## config.mk

```make
export PLATFORM = sky130hd
export DESIGN_NAME = axi4_lite_master_ctrl
export DESIGN_NICKNAME = d
export VERILOG_FILES = /design/src/rtl/axi4_lite_master_ctrl.sv
export SDC_FILE = /design/constraint.sdc
export NUM_CORES = 1
export LEC_CHECK = 0
export BUFFER_PORTS_ARGS = -buffer_cell sky130_fd_sc_hd__buf_2
export CAP_MARGIN = 20
export CORE_ASPECT_RATIO = 1.1
export CORE_MARGIN = 8
export CORE_UTILIZATION = 46
export DETAILED_ROUTE_END_ITERATION = 8
export PLACE_DENSITY = 0.76
export SYNTH_ARGS = -nofsm -noshare
export SYNTH_HDL_FRONTEND = slang
export SYNTH_SLANG_ARGS = --single-unit
export TNS_END_PERCENT = 5
```

## constraint.sdc

```tcl
create_clock -name ACLK -period 2.3 [get_ports ACLK]
set_input_delay 0.115 -clock ACLK [delete_from_list [all_inputs] [get_ports ACLK]]
set_output_delay 0.115 -clock ACLK [all_outputs]
set_load 0.005 [all_outputs]
```

## src/rtl/axi4_lite_master_ctrl.sv

```systemverilog
// Single-outstanding AXI4-Lite master: turns one command into an AXI4-Lite read or write
// and reports the result as a one-cycle response pulse, with a per-transaction watchdog.
//
// state     | meaning
// ----------+----------------------------------------------------------
// S_IDLE    | cmd_ready high, waiting for a command
// S_WR_AW_W | AWVALID / WVALID each held until their own handshake
// S_WR_B    | BREADY high, waiting for the write response
// S_RD_AR   | ARVALID held until ARREADY
// S_RD_R    | RREADY high, waiting for read data
// S_RESP    | rsp_valid pulse, then back to idle
module axi4_lite_master_ctrl #(
   parameter int  ADDR_W      = 32,
   parameter int  DATA_W      = 32,
   parameter int  TIMEOUT_CYC = 256,
   localparam int STRB_W      = DATA_W / 8
) (
   input  logic              ACLK,
   input  logic              ARESETn,
   output logic [ADDR_W-1:0] AWADDR,
   output logic              AWVALID,
   input  logic              AWREADY,
   output logic [DATA_W-1:0] WDATA,
   output logic [STRB_W-1:0] WSTRB,
   output logic              WVALID,
   input  logic              WREADY,
   input  logic [1:0]        BRESP,
   input  logic              BVALID,
   output logic              BREADY,
   output logic [ADDR_W-1:0] ARADDR,
   output logic              ARVALID,
   input  logic              ARREADY,
   input  logic [DATA_W-1:0] RDATA,
   input  logic [1:0]        RRESP,
   input  logic              RVALID,
   output logic              RREADY,
   input  logic              cmd_valid,
   output logic              cmd_ready,
   input  logic              cmd_write,
   input  logic [ADDR_W-1:0] cmd_addr,
   input  logic [DATA_W-1:0] cmd_wdata,
   input  logic [STRB_W-1:0] cmd_wstrb,
   output logic              rsp_valid,
   output logic              rsp_write,
   output logic [DATA_W-1:0] rsp_rdata,
   output logic [1:0]        rsp_resp,
   output logic              rsp_timeout
);

   localparam logic [2:0] S_IDLE    = 3'd0;
   localparam logic [2:0] S_WR_AW_W = 3'd1;
   localparam logic [2:0] S_WR_B    = 3'd2;
   localparam logic [2:0] S_RD_AR   = 3'd3;
   localparam logic [2:0] S_RD_R    = 3'd4;
   localparam logic [2:0] S_RESP    = 3'd5;

   localparam int              CNT_W   = (TIMEOUT_CYC > 1) ? $clog2(TIMEOUT_CYC) : 1;
   localparam bit              TO_EN   = (TIMEOUT_CYC != 0);
   localparam logic [CNT_W-1:0] TO_LAST = CNT_W'((TIMEOUT_CYC > 0) ? TIMEOUT_CYC - 1 : 0);

   logic [2:0]        r_state;
   logic [ADDR_W-1:0] r_addr;
   logic [DATA_W-1:0] r_wdata;
   logic [STRB_W-1:0] r_wstrb;
   logic              r_write;
   logic              r_awvalid;
   logic              r_wvalid;
   logic              r_arvalid;
   logic              r_bready;
   logic              r_rready;
   logic              r_aw_done;
   logic              r_w_done;
   logic [CNT_W-1:0]  r_cnt;
   logic              r_rsp_valid;
   logic              r_rsp_write;
   logic [DATA_W-1:0] r_rsp_rdata;
   logic [1:0]        r_rsp_resp;
   logic              r_rsp_timeout;

   logic w_busy;
   logic w_expire;
   logic w_aw_hs;
   logic w_w_hs;
   logic w_aw_fin;
   logic w_w_fin;

   assign w_busy   = (r_state == S_WR_AW_W) || (r_state == S_WR_B) ||
                     (r_state == S_RD_AR)   || (r_state == S_RD_R);
   // The counter saturates at TO_LAST, so every busy cycle from the deadline on is an expiry cycle.
   assign w_expire = TO_EN && w_busy && (r_cnt == TO_LAST);
   assign w_aw_hs  = r_awvalid & AWREADY;
   assign w_w_hs   = r_wvalid & WREADY;
   assign w_aw_fin = r_aw_done | w_aw_hs;
   assign w_w_fin  = r_w_done | w_w_hs;

   always_ff @(posedge ACLK or negedge ARESETn) begin
      if (!ARESETn) begin
         r_state       <= S_IDLE;
         r_addr        <= '0;
         r_wdata       <= '0;
         r_wstrb       <= '0;
         r_write       <= 1'b0;
         r_awvalid     <= 1'b0;
         r_wvalid      <= 1'b0;
         r_arvalid     <= 1'b0;
         r_bready      <= 1'b0;
         r_rready      <= 1'b0;
         r_aw_done     <= 1'b0;
         r_w_done      <= 1'b0;
         r_cnt         <= '0;
         r_rsp_valid   <= 1'b0;
         r_rsp_write   <= 1'b0;
         r_rsp_rdata   <= '0;
         r_rsp_resp    <= 2'b00;
         r_rsp_timeout <= 1'b0;
      end else begin
         r_rsp_valid <= 1'b0;
         if (TO_EN && w_busy && !w_expire) r_cnt <= r_cnt + CNT_W'(1);

         case (r_state)
            S_IDLE: begin
               if (cmd_valid) begin
                  r_addr  <= cmd_addr;
                  r_wdata <= cmd_wdata;
                  r_wstrb <= cmd_wstrb;
                  r_write <= cmd_write;
                  r_cnt   <= '0;
                  if (cmd_write) begin
                     r_state   <= S_WR_AW_W;
                     r_awvalid <= 1'b1;
                     r_wvalid  <= 1'b1;
                     r_aw_done <= 1'b0;
                     r_w_done  <= 1'b0;
                  end else begin
                     r_state   <= S_RD_AR;
                     r_arvalid <= 1'b1;
                  end
               end
            end

            S_WR_AW_W: begin
               if (w_aw_hs) begin
                  r_awvalid <= 1'b0;
                  r_aw_done <= 1'b1;
               end
               if (w_w_hs) begin
                  r_wvalid <= 1'b0;
                  r_w_done <= 1'b1;
               end
               if (w_aw_fin && w_w_fin) begin
                  r_state  <= S_WR_B;
                  r_bready <= 1'b1;
               end else if (w_expire) begin
                  r_awvalid     <= 1'b0;
                  r_wvalid      <= 1'b0;
                  r_state       <= S_RESP;
                  r_rsp_valid   <= 1'b1;
                  r_rsp_write   <= 1'b1;
                  r_rsp_rdata   <= '0;
                  r_rsp_resp    <= 2'b10;
                  r_rsp_timeout <= 1'b1;
               end
            end

            S_WR_B: begin
               if (BVALID || w_expire) begin
                  r_bready      <= 1'b0;
                  r_state       <= S_RESP;
                  r_rsp_valid   <= 1'b1;
                  r_rsp_write   <= 1'b1;
                  r_rsp_rdata   <= '0;
                  r_rsp_resp    <= BVALID ? BRESP : 2'b10;
                  r_rsp_timeout <= !BVALID;
               end
            end

            S_RD_AR: begin
               if (ARREADY) begin
                  r_arvalid <= 1'b0;
                  r_rready  <= 1'b1;
                  r_state   <= S_RD_R;
               end else if (w_expire) begin
                  r_arvalid     <= 1'b0;
                  r_state       <= S_RESP;
                  r_rsp_valid   <= 1'b1;
                  r_rsp_write   <= 1'b0;
                  r_rsp_rdata   <= '0;
                  r_rsp_resp    <= 2'b10;
                  r_rsp_timeout <= 1'b1;
               end
            end

            S_RD_R: begin
               if (RVALID || w_expire) begin
                  r_rready      <= 1'b0;
                  r_state       <= S_RESP;
                  r_rsp_valid   <= 1'b1;
                  r_rsp_write   <= 1'b0;
                  r_rsp_rdata   <= RVALID ? RDATA : '0;
                  r_rsp_resp    <= RVALID ? RRESP : 2'b10;
                  r_rsp_timeout <= !RVALID;
               end
            end

            S_RESP:  r_state <= S_IDLE;
            default: r_state <= S_IDLE;
         endcase
      end
   end

   assign cmd_ready   = (r_state == S_IDLE);
   assign AWADDR      = r_addr;
   assign ARADDR      = r_addr;
   assign WDATA       = r_wdata;
   assign WSTRB       = r_wstrb;
   assign AWVALID     = r_awvalid;
   assign WVALID      = r_wvalid;
   assign ARVALID     = r_arvalid;
   assign BREADY      = r_bready;
   assign RREADY      = r_rready;
   assign rsp_valid   = r_rsp_valid;
   assign rsp_write   = r_rsp_write;
   assign rsp_rdata   = r_rsp_rdata;
   assign rsp_resp    = r_rsp_resp;
   assign rsp_timeout = r_rsp_timeout;

endmodule
```

# Word-level counts from Yosys, hierarchy flattened
# Cells that the tools add are included.
# word_totals
ff_bits,123
in_bits,113
out_inout_bits,143
wordCells,138
# op_classes
add_sub_neg,1
eq_ne,19
muxes,70
n_bitwise,4
reduce_logical,27
# ops
op,count
32-bit 2-to-1 mux,6
32-bit case mux with 4 select lines,1
1-bit 2-to-1 mux,34
8-bit 2-to-1 mux,3
3-bit 2-to-1 mux,6
2-bit inequality test (second input constant),9
2-bit 2-to-1 mux,8
3-bit case mux with 5 select lines,1
1-bit case mux with 2 select lines,7
1-bit case mux with 4 select lines,3
3-bit AND reduction,4
4-bit AND reduction,3
8-bit by 1-bit adder with 8-bit output (second input constant),1
8-bit == test (second input constant),1
2-bit by 1-bit inequality test with 1-bit output (second input constant),4
2-bit case mux with 4 select lines,1
2-bit nonzero test,4
7-bit AND reduction,1
3-bit by 2-bit == test with 1-bit output (second input constant),2
1-bit logical OR,5
5-bit AND reduction,1
4-bit nonzero test,1
3-bit by 1-bit == test with 1-bit output (second input constant),1
3-bit == test (second input constant),1
7 further kinds,13

# Longest topological paths before layout
# Gate-level depths: netlist of run 1.
# depth
ltp_word,10
depth_mapped,7
ltp_nobuf,5

# Least setup slack after synthesis of run 1
# No wires, ideal clock.
# synth_path
path_kind,register to register
startpoint,reg r_cnt[0]
endpoint,"reg r_rsp_rdata[10], in the netlist rsp_rdata[10]"
setup_time_ns,0.122
t_arrival_ns,1.703
required_ns,2.178
setup_slack_ns,0.475
path_stages_with_launch,7
n_path_buf,1
period_less_slack_ns,1.825
path_cell_list,dfrtp_1 -> ha_1 -> nand2_1 -> nor4b_4 -> o2111ai_4 -> buf_6 -> a32o_1
# synth_via
elab_chain_cells,5
word_cells_on_any_way,11
cone_classes,eq/ne (3); mux (4); reduce/logical (4)
# synth_lines
element,line,text
start: declaration,73,logic [CNT_W-1:0] r_cnt;
start signal: assignment,118,if (TO_EN && w_busy && !w_expire) r_cnt <= r_cnt + CNT_W'(1);
8-bit == test *,90,assign w_expire = TO_EN && w_busy && (r_cnt == TO_LAST);
1-bit logical AND *,90,
"32-bit 2-to-1 mux, or another cell as far along (2 in series)",n/a,
32-bit case mux with 4 select lines / 5-bit AND reduction (equally long branches),n/a,
end signal: assignment,199,r_rsp_rdata <= RVALID ? RDATA : '0;
end: declaration,76,logic [DATA_W-1:0] r_rsp_rdata;
# Mark *: on every way between the ends. The rest lies on a longest branch, timed or not. The select of a mux whose other input is x is not followed.
# A chain may end at the register's enable or synchronous reset.

# Worst setup path in the final report of run 1
# layout_path
startpoint,reg r_state[2]
endpoint,"reg r_rsp_rdata[12], in the netlist rsp_rdata[12]"
# layout_via
elab_chain_cells,8
word_cells_on_any_way,20
cone_classes,eq/ne (8); mux (4); reduce/logical (8)
# layout_lines
element,line,text
start: declaration,61,logic [2:0] r_state;
start signal: assignment,98,r_state <= S_IDLE;
start signal: assignment,129,r_state <= S_WR_AW_W;
start signal: assignment,135,r_state <= S_RD_AR;
3-bit by 1-bit == test with 1-bit output / 3-bit by 2-bit == test with 1-bit output (equally long branches),"87, 120",
1-bit logical OR (2 in series),87,assign w_busy = (r_state == S_WR_AW_W) || (r_state == S_WR_B) ||
1-bit logical OR,88,(r_state == S_RD_AR) || (r_state == S_RD_R);
1-bit logical AND,90,
"32-bit 2-to-1 mux, or another cell as far along (2 in series)",n/a,
32-bit case mux with 4 select lines / 5-bit AND reduction (equally long branches),n/a,
# Several ways; a longest one is shown, not always the timed one. The select of a mux whose other input is x is not followed.

==> results of run 1 <==
## tightest hold or removal path, cell delays in order
cell and delay (ns):
buf_2 0.07, a32o_1 0.11, a31o_1 0.09
## synth_stat cells, drive strengths merged (2+ instances only)
cell	number	share of area
a31oi	5	0.0059
a31o	2	0.0033
buf	47	0.062
nor2	11	0.0082
a211oi	3	0.0042
and2	2	0.0023
nand2b	6	0.0070
dfrtp	123	0.58
a32o	35	0.066
a21oi	12	0.012
inv	4	0.0028
nor3	5	0.0047
nand2	211	0.15
mux2i	2	0.0037
a21o	3	0.0042
nor3b	5	0.0080
nand4	3	0.0035
or3	5	0.0061
o21a	2	0.0028
clkbuf	19	0.014
o211ai	2	0.0028
nand3	3	0.0028
nor2b	2	0.0023
o21ai	6	0.0056
## area by class of cell
type | count | area, sq um
multi-input cells | 346 | 1850
repair buffers | 372 | 2460
diodes | 6 | 15.0
flip-flops and latches | 123 | 3080
inverters | 4 | 15.0
clock buffers | 22 | 474
clock inverters | 10 | 188
fillers | 761 | 3120
well taps | 150 | 188
## worst paths after layout
kind | slack, ns | start | end
worst max-delay path | 0.16 | r_state[2] | rsp_rdata[12]
worst min-delay path | 0.03 | RRESP[0] | rsp_resp[0]
worst max register to register | 0.16 | r_state[2] | rsp_rdata[12]
worst min register to register | 0.47 | WDATA[1] | WDATA[1]
max in group asynchronous | 1.34 | ARESETn | rsp_rdata[18]
min in group asynchronous | 0.23 | ARESETn | ARADDR[27]
## what timing repair did
action                     in CTS  in global routing
hold endpoints to repair      143                  0
setup endpoints to repair       0                  0
hold buffers                  105                  0
## flip-flops by register name, indices dropped and copies added (netlist names)
| register | count |
|---|---|
| ARADDR | 32 |
| WDATA | 32 |
| rsp_rdata | 32 |
| r_cnt | 8 |
| WSTRB | 4 |
| r_state | 3 |
| rsp_resp | 2 |
| ARVALID | 1 |
| AWVALID | 1 |
| BREADY | 1 |
| RREADY | 1 |
| WVALID | 1 |
| r_aw_done | 1 |
| r_w_done | 1 |
| rsp_timeout | 1 |
| rsp_valid | 1 |
| rsp_write | 1 |
## through the flow
| step | power [mW] | std cells | setup WS (ns) | hold slack, ns | utilization |
|---|---|---|---|---|---|
| finish | 10.9 | 1033 | 0.162 | 0.0320 | 0.726 |
| global route | 11.5 | 1031 | 0.0790 | 0.0228 | 0.725 |
| CTS | 10.8 | 1027 | 0.194 | 0.0209 | 0.724 |
| detailed placement | 7.65 | 890 | 0.218 | 0.138 | 0.574 |
| global placement | 7.49 | 890 | 0.336 | 0.122 | 0.574 |
| floorplan | 6.06 | 539 | 0.475 | -0.181 | - |
## routing by layer
layer	share of wire	wire length, um	up-vias	track usage
met5	0	0	-	0
met4	0.058	1090	0	0.190
met3	0.061	1140	83	0.0731
met2	0.54	10000	262	0.425
met1	0.34	6430	2650	0.244
li1	-	-	2448	-
## logic make-up after synthesis
kind of cell | share of synthesized area
mux | 0.00375
xor+xnor | 0.00164
flops | 0.576
fa+ha+maj | 0.00234
simple gates | 0.207
compound gates | 0.130
buf+inv | 0.0787
## power by group through the flow
stage | Combinational [mW] | Sequential [mW] | Clock [mW]
floorplan | 2.22 | 3.85 | 0
global placement | 3.72 | 3.77 | 0
detailed placement | 3.83 | 3.82 | 0
CTS | 3.99 | 3.81 | 2.98
global route | 4.47 | 3.97 | 3.10
finish | 4.04 | 3.86 | 2.96
==> impl_metrics.csv, run 1 <==
group,metric,value,unit
setup_path,startpoint_type,"register",
global_route,grt_pass1_vias,5887,
status,status,"finished clean",
synth,synth-edff-count,0,
clock_network,cts-root-buf,"clkbuf_16",
power_and_ir_drop,peakVddDrop,0.000639,V
setup_path,worstPathMaxFanout,35,
global_route,gr-total-overflow,0,
finish,areaGrowthSynthToFinish,54.6,%
setup_path,endpoint_kind,"register",
sta,fin_crit_sh,0.930,
sta,fin_crit,2.14,ns
setup_path,cp.arrival,2.41,ns
sta,rsz0062_at_grt,"no",
sta,fin_tns_setup,0,ns
place,dpl_cell_area,6540,sq um
synth,synth-main-ff-cell,"dfrtp_1",
floorplanning,initial_core_util,0.469,
synth,yosys_register_bits,123,
clock_network,numClockSinks,123,
clock_network,cts_max_path_buffers,2,
routing,dr.pass1.iters,6,
clock_network,cts-resized-gates,0,
power_and_ir_drop,combPwrFrac,0.372,
routing,ant_nets,0,
setup_path,slowest_delay,0.55,ns
floorplanning,fp-row-count,41,
power_and_ir_drop,p_int,7.07,mW
setup_path,cpMaxStageDelayCell,"dfrtp_1",
routing,viasPerCell,5.27,
clock_network,cts_tree,"yes",
setup_path,path_buf_inv,2,
finish,postLayoutCellArea,8260,sq um
global_route,grt_first_pass_wirelength,29800,um
synth,syn_area_per_cell,9.91,sq um
setup_path,worstPathRequired,2.58,ns
power_and_ir_drop,p_switching,3.79,mW
power_and_ir_drop,clockPowerShare,0.273,
place,port_buffers,255,
floorplanning,num_io_pins,256,
power_and_ir_drop,pwr-share-seq,0.355,
finish,most-common-layout-cells,"254 x buf_2, 210 x nand2_1, 123 x dfrtp_1",
global_route,grt_usage,0.245,
clock_network,cts_made_buffers,17,
setup_path,cp.depth,6,
power_and_ir_drop,p_leak,4.40,nW
floorplanning,die_area,15300,sq um
sta,slew_violations,0,
hold_path,min-delay-path-class,"input port to register",
synth,syn-num-nets,653,
synth,ys_seq_area_frac,0.576,
floorplanning,die_y,129,um
sta,max_slew_margin,0.481,
synth,async_flop_share,1.00,
sta,worst_pin_slew,0.775,ns
synth,ys_types,56,
routing,vias,5443,
sta,skew,0.0107,ns
synth,synth_cells,539,
finish,drive_above_1_share,0.355,
floorplanning,die_x,119,um
sta,setup_violations,0,
finish,layout_commonest_cell,"buf_2",
finish,fin_nets,978,
sta,fmax,468,MHz
setup_path,rr_worst_depth,6,
flow_run,cap_violations,0,
routing,drt-initial-drc-count,290,
setup_path,cp_cell_sequence,"or3_2 -> inv_2 -> nor4b_4 -> o2111ai_4 -> buf_12 -> a32o_1",
synth,syn_area,5340,sq um
power_and_ir_drop,swShare,0.349,
sta,hold_viol,0,
clock_network,clk_pin_slew_worst_paths,0.06,ns
routing,route.detailed.drc,0,
synth,yosysWarnings,0,
hold_path,hold_depth,3,
clock_network,clk_latency,0.41,ns
routing,route.final.wire_length,18700,um
setup_path,path_class,"register to register",
global_route,grt_max_degree,71,
clock_network,cts_setup_buffers,0,
routing,routedWlPerCell,18.1,um
power_and_ir_drop,powerDensity,1310,nW/um^2
clock_network,h-tree-depth,4,
place,hpwl,11500,um
place,place_congestion,0.788,
setup_path,cp_top_family,"simple AND/OR/NAND/NOR gates",
floorplanning,core-area,11400,sq um
global_route,grt_antenna_before_repair,4,
(Power assumes the default switching activity.)
==> inputs of run 2 (changes only) <==
SETUP_SLACK_MARGIN = 0.3   (was default)
==> run 2 against run 1 <==
Against the previous run:
- worst hold slack improved by 0.0011 ns
- cell count about the same
- clock skew hardly changed
- register-to-register slack improved by 0.10 ns
- flip-flop and latch count unchanged
- setup slack better by 0.10 ns
- combinational power about the same
- total power up 0.25%
- maximum frequency is 5.0% higher
- sequential share of layout area barely moved
- non-clock buffer count up 1
- critical path type unchanged
==> impl_metrics.csv, run 2 (synthesis gave the netlist of run 1 again) <==
group,metric,value,unit
sta,worst_pin_slew,0.719,ns
finish,areaGrowthSynthToFinish,54.8,%
finish,finalNonFillerCells,1034,
routing,route.detailed.drc,0,
sta,max_slew_margin,0.521,
sta,slew_violations,0,
clock_network,cts-root-buf,"clkbuf_16",
power_and_ir_drop,peakVddDrop,0.000638,V
setup_path,startpoint_type,"register",
floorplanning,core-area,11400,sq um
routing,dr.pass1.iters,5,
clock_network,cts_tree,"yes",
routing,route.final.wire_length,18700,um
routing,drt-initial-drc-count,333,
floorplanning,die_area,15300,sq um
clock_network,numClockSinks,123,
place,hpwl,11500,um
sta,hold_viol,0,
routing,viasPerCell,5.25,
finish,most-common-layout-cells,"254 x buf_2, 210 x nand2_1, 122 x dfrtp_1",
finish,nFillCells,761,
floorplanning,initial_core_util,0.469,
finish,drive_above_1_share,0.356,
finish,fin_nets,979,
floorplanning,num_io_pins,256,
clock_network,h-tree-depth,4,
finish,layout_commonest_cell,"buf_2",
global_route,gr-total-overflow,0,
flow_run,cap_violations,0,
sta,fmax,491,MHz
setup_path,worstPathRequired,2.57,ns
sta,rsz0062_at_grt,"yes",
routing,vias,5432,
clock_network,clk_latency,0.41,ns
setup_path,cp.arrival,2.31,ns
setup_path,worstPathMaxFanout,35,
sta,fin_crit,2.04,ns
setup_path,critPathCapture,"rsp_rdata[12]",
power_and_ir_drop,p_leak,4.40,nW
setup_path,path_class,"register to register",
sta,fin_crit_sh,0.886,
place,port_buffers,255,
floorplanning,die_y,129,um
setup_path,r2r_setup_slack,0.26,ns
clock_network,clk_pin_slew_worst_paths,0.06,ns
global_route,grt_max_degree,71,
status,status,"finished clean",
sta,fin_tns_setup,0,ns
global_route,grt_pass1_vias,5902,
clock_network,cts_max_path_buffers,2,
global_route,grt_first_pass_wirelength,29900,um
global_route,grt_antenna_before_repair,4,
floorplanning,die_x,119,um
power_and_ir_drop,powerDensity,1320,nW/um^2
global_route,grt_usage,0.245,
routing,ant_nets,0,
setup_path,regToRegEndpoint,"rsp_rdata[12]",
sta,setup_violations,0,
power_and_ir_drop,power,10.9,mW
setup_path,startpoint,"r_state[2]",
setup_path,r2r_start,"r_state[2]",
setup_path,rr_worst_depth,6,
routing,routedWlPerCell,18.1,um
floorplanning,fp-row-count,41,
clock_network,cts_made_buffers,17,
hold_path,min-delay-path-class,"input port to register",
setup_path,endpoint_kind,"register",
sta,skew,0.0108,ns
place,dp_cells,890,
place,place_congestion,0.788,
run 2: cell types whose count changed in the layout (fill, tap and decap cells not counted), sizes merged:
cell,previous run,this run
buf,267,268
run 2: repair_timing:
item / 4_1_cts / 5_1_grt
pin swaps: 0 / 1
setup buffers: 0 / 1
endpoints found under the hold margin: 143 / 0
endpoints found under the setup margin: 33 / 40
gates resized for setup: 1 / 0
hold buffers: 105 / 0
run 2: worst min-delay path by stage:
stage / start / to / slack (ns) / cells after the start
2_1_floorplan: ARESETn / ARADDR[0] / -0.18 / 0
3_3_place_gp: ARESETn / ARADDR[27] / 0.12 / 1
3_5_place_dp: ARESETn / ARADDR[27] / 0.14 / 1
4_1_cts: RRESP[0] / rsp_resp[0] / 0.02 / 3
5_1_grt: RRESP[0] / rsp_resp[0] / 0.02 / 3
6_report: RRESP[0] / rsp_resp[0] / 0.03 / 3
run 2: routing by layer:
layer	vias to the layer above	track usage	part of all wire
met5	-	0	0
met3	85	0.0735	0.058
li1	2457	-	-
met2	238	0.425	0.54
met1	2652	0.245	0.34
met4	0	0.193	0.058
run 2: through the flow:
stage | worst slack [ns] | hold slack [ns] | instance area, sq um | util
detailed placement | 0.218 | 0.138 | 6540 | 0.574
global route | 0.193 | 0.0228 | 8270 | 0.726
CTS | 0.301 | 0.0209 | 8250 | 0.724
floorplan | 0.475 | -0.181 | 5340 | -
finish | 0.263 | 0.0331 | 8270 | 0.726
global placement | 0.336 | 0.122 | 6540 | 0.574
run 2: area by class of cell:
| type | count | area (sq um) | share of cell area |
|---|---|---|---|
| antenna | 6 | 15.0 | 0.00181 |
| clock inverter | 10 | 188 | 0.0227 |
| clock buffer | 22 | 474 | 0.0573 |
| sequential | 123 | 3080 | 0.372 |
| inverter | 4 | 15.0 | 0.00181 |
| tap | 150 | 188 | 0.0227 |
| multi-input combinational | 346 | 1850 | 0.224 |
| timing repair buffer | 373 | 2460 | 0.298 |
run 2: power by group:
group | total, mW | internal, mW | switching (mW)
logic | 4.07 | 1.90 | 2.17
clock network | 2.96 | 2.01 | 0.945
registers | 3.86 | 3.18 | 0.684
run 2: worst max-delay path, stage by stage (launching register included):
cell and delay [ns]:
dfrtp_2 0.48, or3_2 0.20, inv_2 0.07, nor4b_4 0.46
o2111ai_4 0.19, buf_12 0.22, a32o_1 0.29
==> inputs of run 3 (changes only) <==
CELL_PAD_IN_SITES_DETAIL_PLACEMENT = 1   (was default)
CELL_PAD_IN_SITES_GLOBAL_PLACEMENT = 2   (was default)
CORE_UTILIZATION = 26   (was 46)
CTS_BUF_LIST = sky130_fd_sc_hd__clkbuf_16   (was default)
GPL_TIMING_DRIVEN = 0   (was default)
PLACE_DENSITY = 0.75   (was 0.76)
==> run 3 against run 2 <==
Against the previous run:
- utilization shrank 30 points
- sequential power decreased by 1%
- register-to-register slack is essentially flat
- clock-buffer cell count fell by 5
- critical path type unchanged
- highest routed layer unchanged
==> impl_metrics.csv, run 3 (synthesis gave the netlist of run 1 again) <==
group,metric,value,unit
routing,routedWlPerCell,17.0,um
setup_path,slowest_delay,0.36,ns
setup_path,cpMaxStageDelayCell,"dfrtp_1",
routing,route.final.wire_length,20200,um
floorplanning,die_x,153,um
sta,fin_tns_setup,0,ns
floorplanning,core-area,20400,sq um
sta,setup_violations,0,
place,place_congestion,0.726,
setup_path,cp_cell_sequence,"buf_2 -> nor3b_2 -> a21boi_4 -> o2111ai_4 -> buf_6 -> a32o_1",
sta,max_slew_margin,0.618,
floorplanning,fp-row-count,55,
routing,dr.pass1.iters,6,
global_route,grt_antenna_before_repair,0,
finish,fin_nets,1034,
setup_path,cp.arrival,2.34,ns
power_and_ir_drop,power,11.2,mW
clock_network,clk_latency,0.41,ns
routing,vias,5357,
clock_network,numClockSinks,123,
global_route,grt_usage,0.162,
sta,rsz0062_at_grt,"yes",
setup_path,startpoint_type,"register",
sta,hold_viol,0,
status,status,"finished clean",
sta,holdWs,0.0272,ns
global_route,gr-total-overflow,0,
power_and_ir_drop,peakVddDrop,0.000466,V
finish,most-common-layout-cells,"264 x buf_2, 211 x nand2_1, 123 x dfrtp_1",
setup_path,worstPathMaxFanout,10,
floorplanning,initial_core_util,0.262,
floorplanning,die_area,25400,sq um
sta,fin_crit,2.04,ns
sta,worst_pin_slew,0.572,ns
routing,drt-initial-drc-count,183,
setup_path,path_buf_inv,2,
power_and_ir_drop,p_leak,4.63,nW
clock_network,clk_pin_slew_worst_paths,0.06,ns
setup_path,cp_top_family,"compound AO/OA/AOI/OAI gates",
sta,skew,0.00968,ns
setup_path,r2r_start,"r_state[0]",
setup_path,startpoint,"r_state[0]",
finish,nFillCells,2400,
sta,slew_violations,0,
clock_network,cts-root-buf,"clkbuf_16",
clock_network,cts_max_path_buffers,2,
power_and_ir_drop,powerDensity,1280,nW/um^2
clock_network,cts_tree,"yes",
routing,viasPerCell,4.51,
finish,antenna_cells,0,
routing,ant_nets,0,
sta,fmax,490,MHz
place,dp_cells,1051,
sta,fin_crit_sh,0.887,
floorplanning,die_y,166,um
place,port_buffers,255,
floorplanning,num_io_pins,256,
flow_run,cap_violations,0,
finish,layout_commonest_cell,"buf_2",
clock_network,cts_made_buffers,17,
finish,fin_util,0.427,
finish,areaGrowthSynthToFinish,62.7,%
setup_path,endpoint_kind,"register",
routing,route.detailed.drc,0,
finish,multi_input_area,1870,sq um
finish,seq_area,3080,sq um
hold_path,min_from,"RRESP[0]",
setup_path,worstPathRequired,2.59,ns
global_route,grt_pass1_vias,6018,
global_route,grt_max_degree,92,
clock_network,h-tree-depth,4,
hold_path,min-delay-path-class,"input port to register",
place,hpwl,14500,um
finish,finalNonFillerCells,1189,
setup_path,path_class,"register to register",
finish,drive_above_1_share,0.383,
global_route,grt_first_pass_wirelength,33200,um
## run 3: cell types whose count changed in the layout (fill, tap and decap cells not counted), sizes merged
cell	previous run	this run
diode	6	0
clkbuf	22	36
clkinv	3	5
inv	4	8
bufinv	5	4
buf	268	304
## run 3: power by group
group          internal (mW)  switching (mW)  leakage [nW]  total [mW]
combinational           2.21            2.29          2.75        4.50
sequential              3.17           0.636          1.57        3.81
clock                   1.82            1.03         0.306        2.85
total                   7.20            3.96          4.63        11.2
## run 3: path summary, 6_finish.rpt
path	cells after the start	to	slack, ns
max	6	rsp_rdata[8]	0.26
min	3	rsp_resp[0]	0.03
max in group asynchronous	3	WDATA[18]	1.34
min in group asynchronous	2	rsp_rdata[28]	0.16
min reg2reg	2	WDATA[5]	0.47
max reg2reg	6	rsp_rdata[8]	0.26
## run 3: worst min-delay path, stage by stage
cell and delay (ns):
buf_2 0.07, a32o_1 0.12, a31o_1 0.09
## run 3: area by class of cell
class | instances | share of cell area
Timing Repair Buffer | 362 | 0.272
Inverter | 4 | 0.00173
Buffer | 66 | 0.0482
Tap cell | 256 | 0.0368
Sequential cell | 123 | 0.354
Clock inverter | 15 | 0.0230
Multi-Input combinational cell | 346 | 0.215
Clock buffer | 17 | 0.0489
## run 3: timing repair
| action | CTS | global route |
|---|---|---|
| hold buffers | 105 | 0 |
| endpoints found under the hold margin | 138 | 0 |
| buffers inserted | 1 | 0 |
| gates resized for setup | 11 | 4 |
| setup endpoints to repair | 104 | 109 |
| pin swaps | 1 | 0 |
| gates cloned | 0 | 0 |
## run 3: metrics by stage
stage,cell area (sq um),worst slack (ns)
after floorplan,5340,0.475
after global placement,6940,-0.725
after detailed placement,6970,0.128
after CTS,8680,0.242
after global routing,8700,0.151
final,8700,0.259
## run 3: per-layer routing
layer | global-route usage | vias up | share of wire
li1 | - | 2560 | -
met1 | 0.186 | 2574 | 0.42
met2 | 0.272 | 197 | 0.48
met3 | 0.0614 | 26 | 0.079
met4 | 0.0538 | 0 | 0.017
met5 | 0 | - | 0
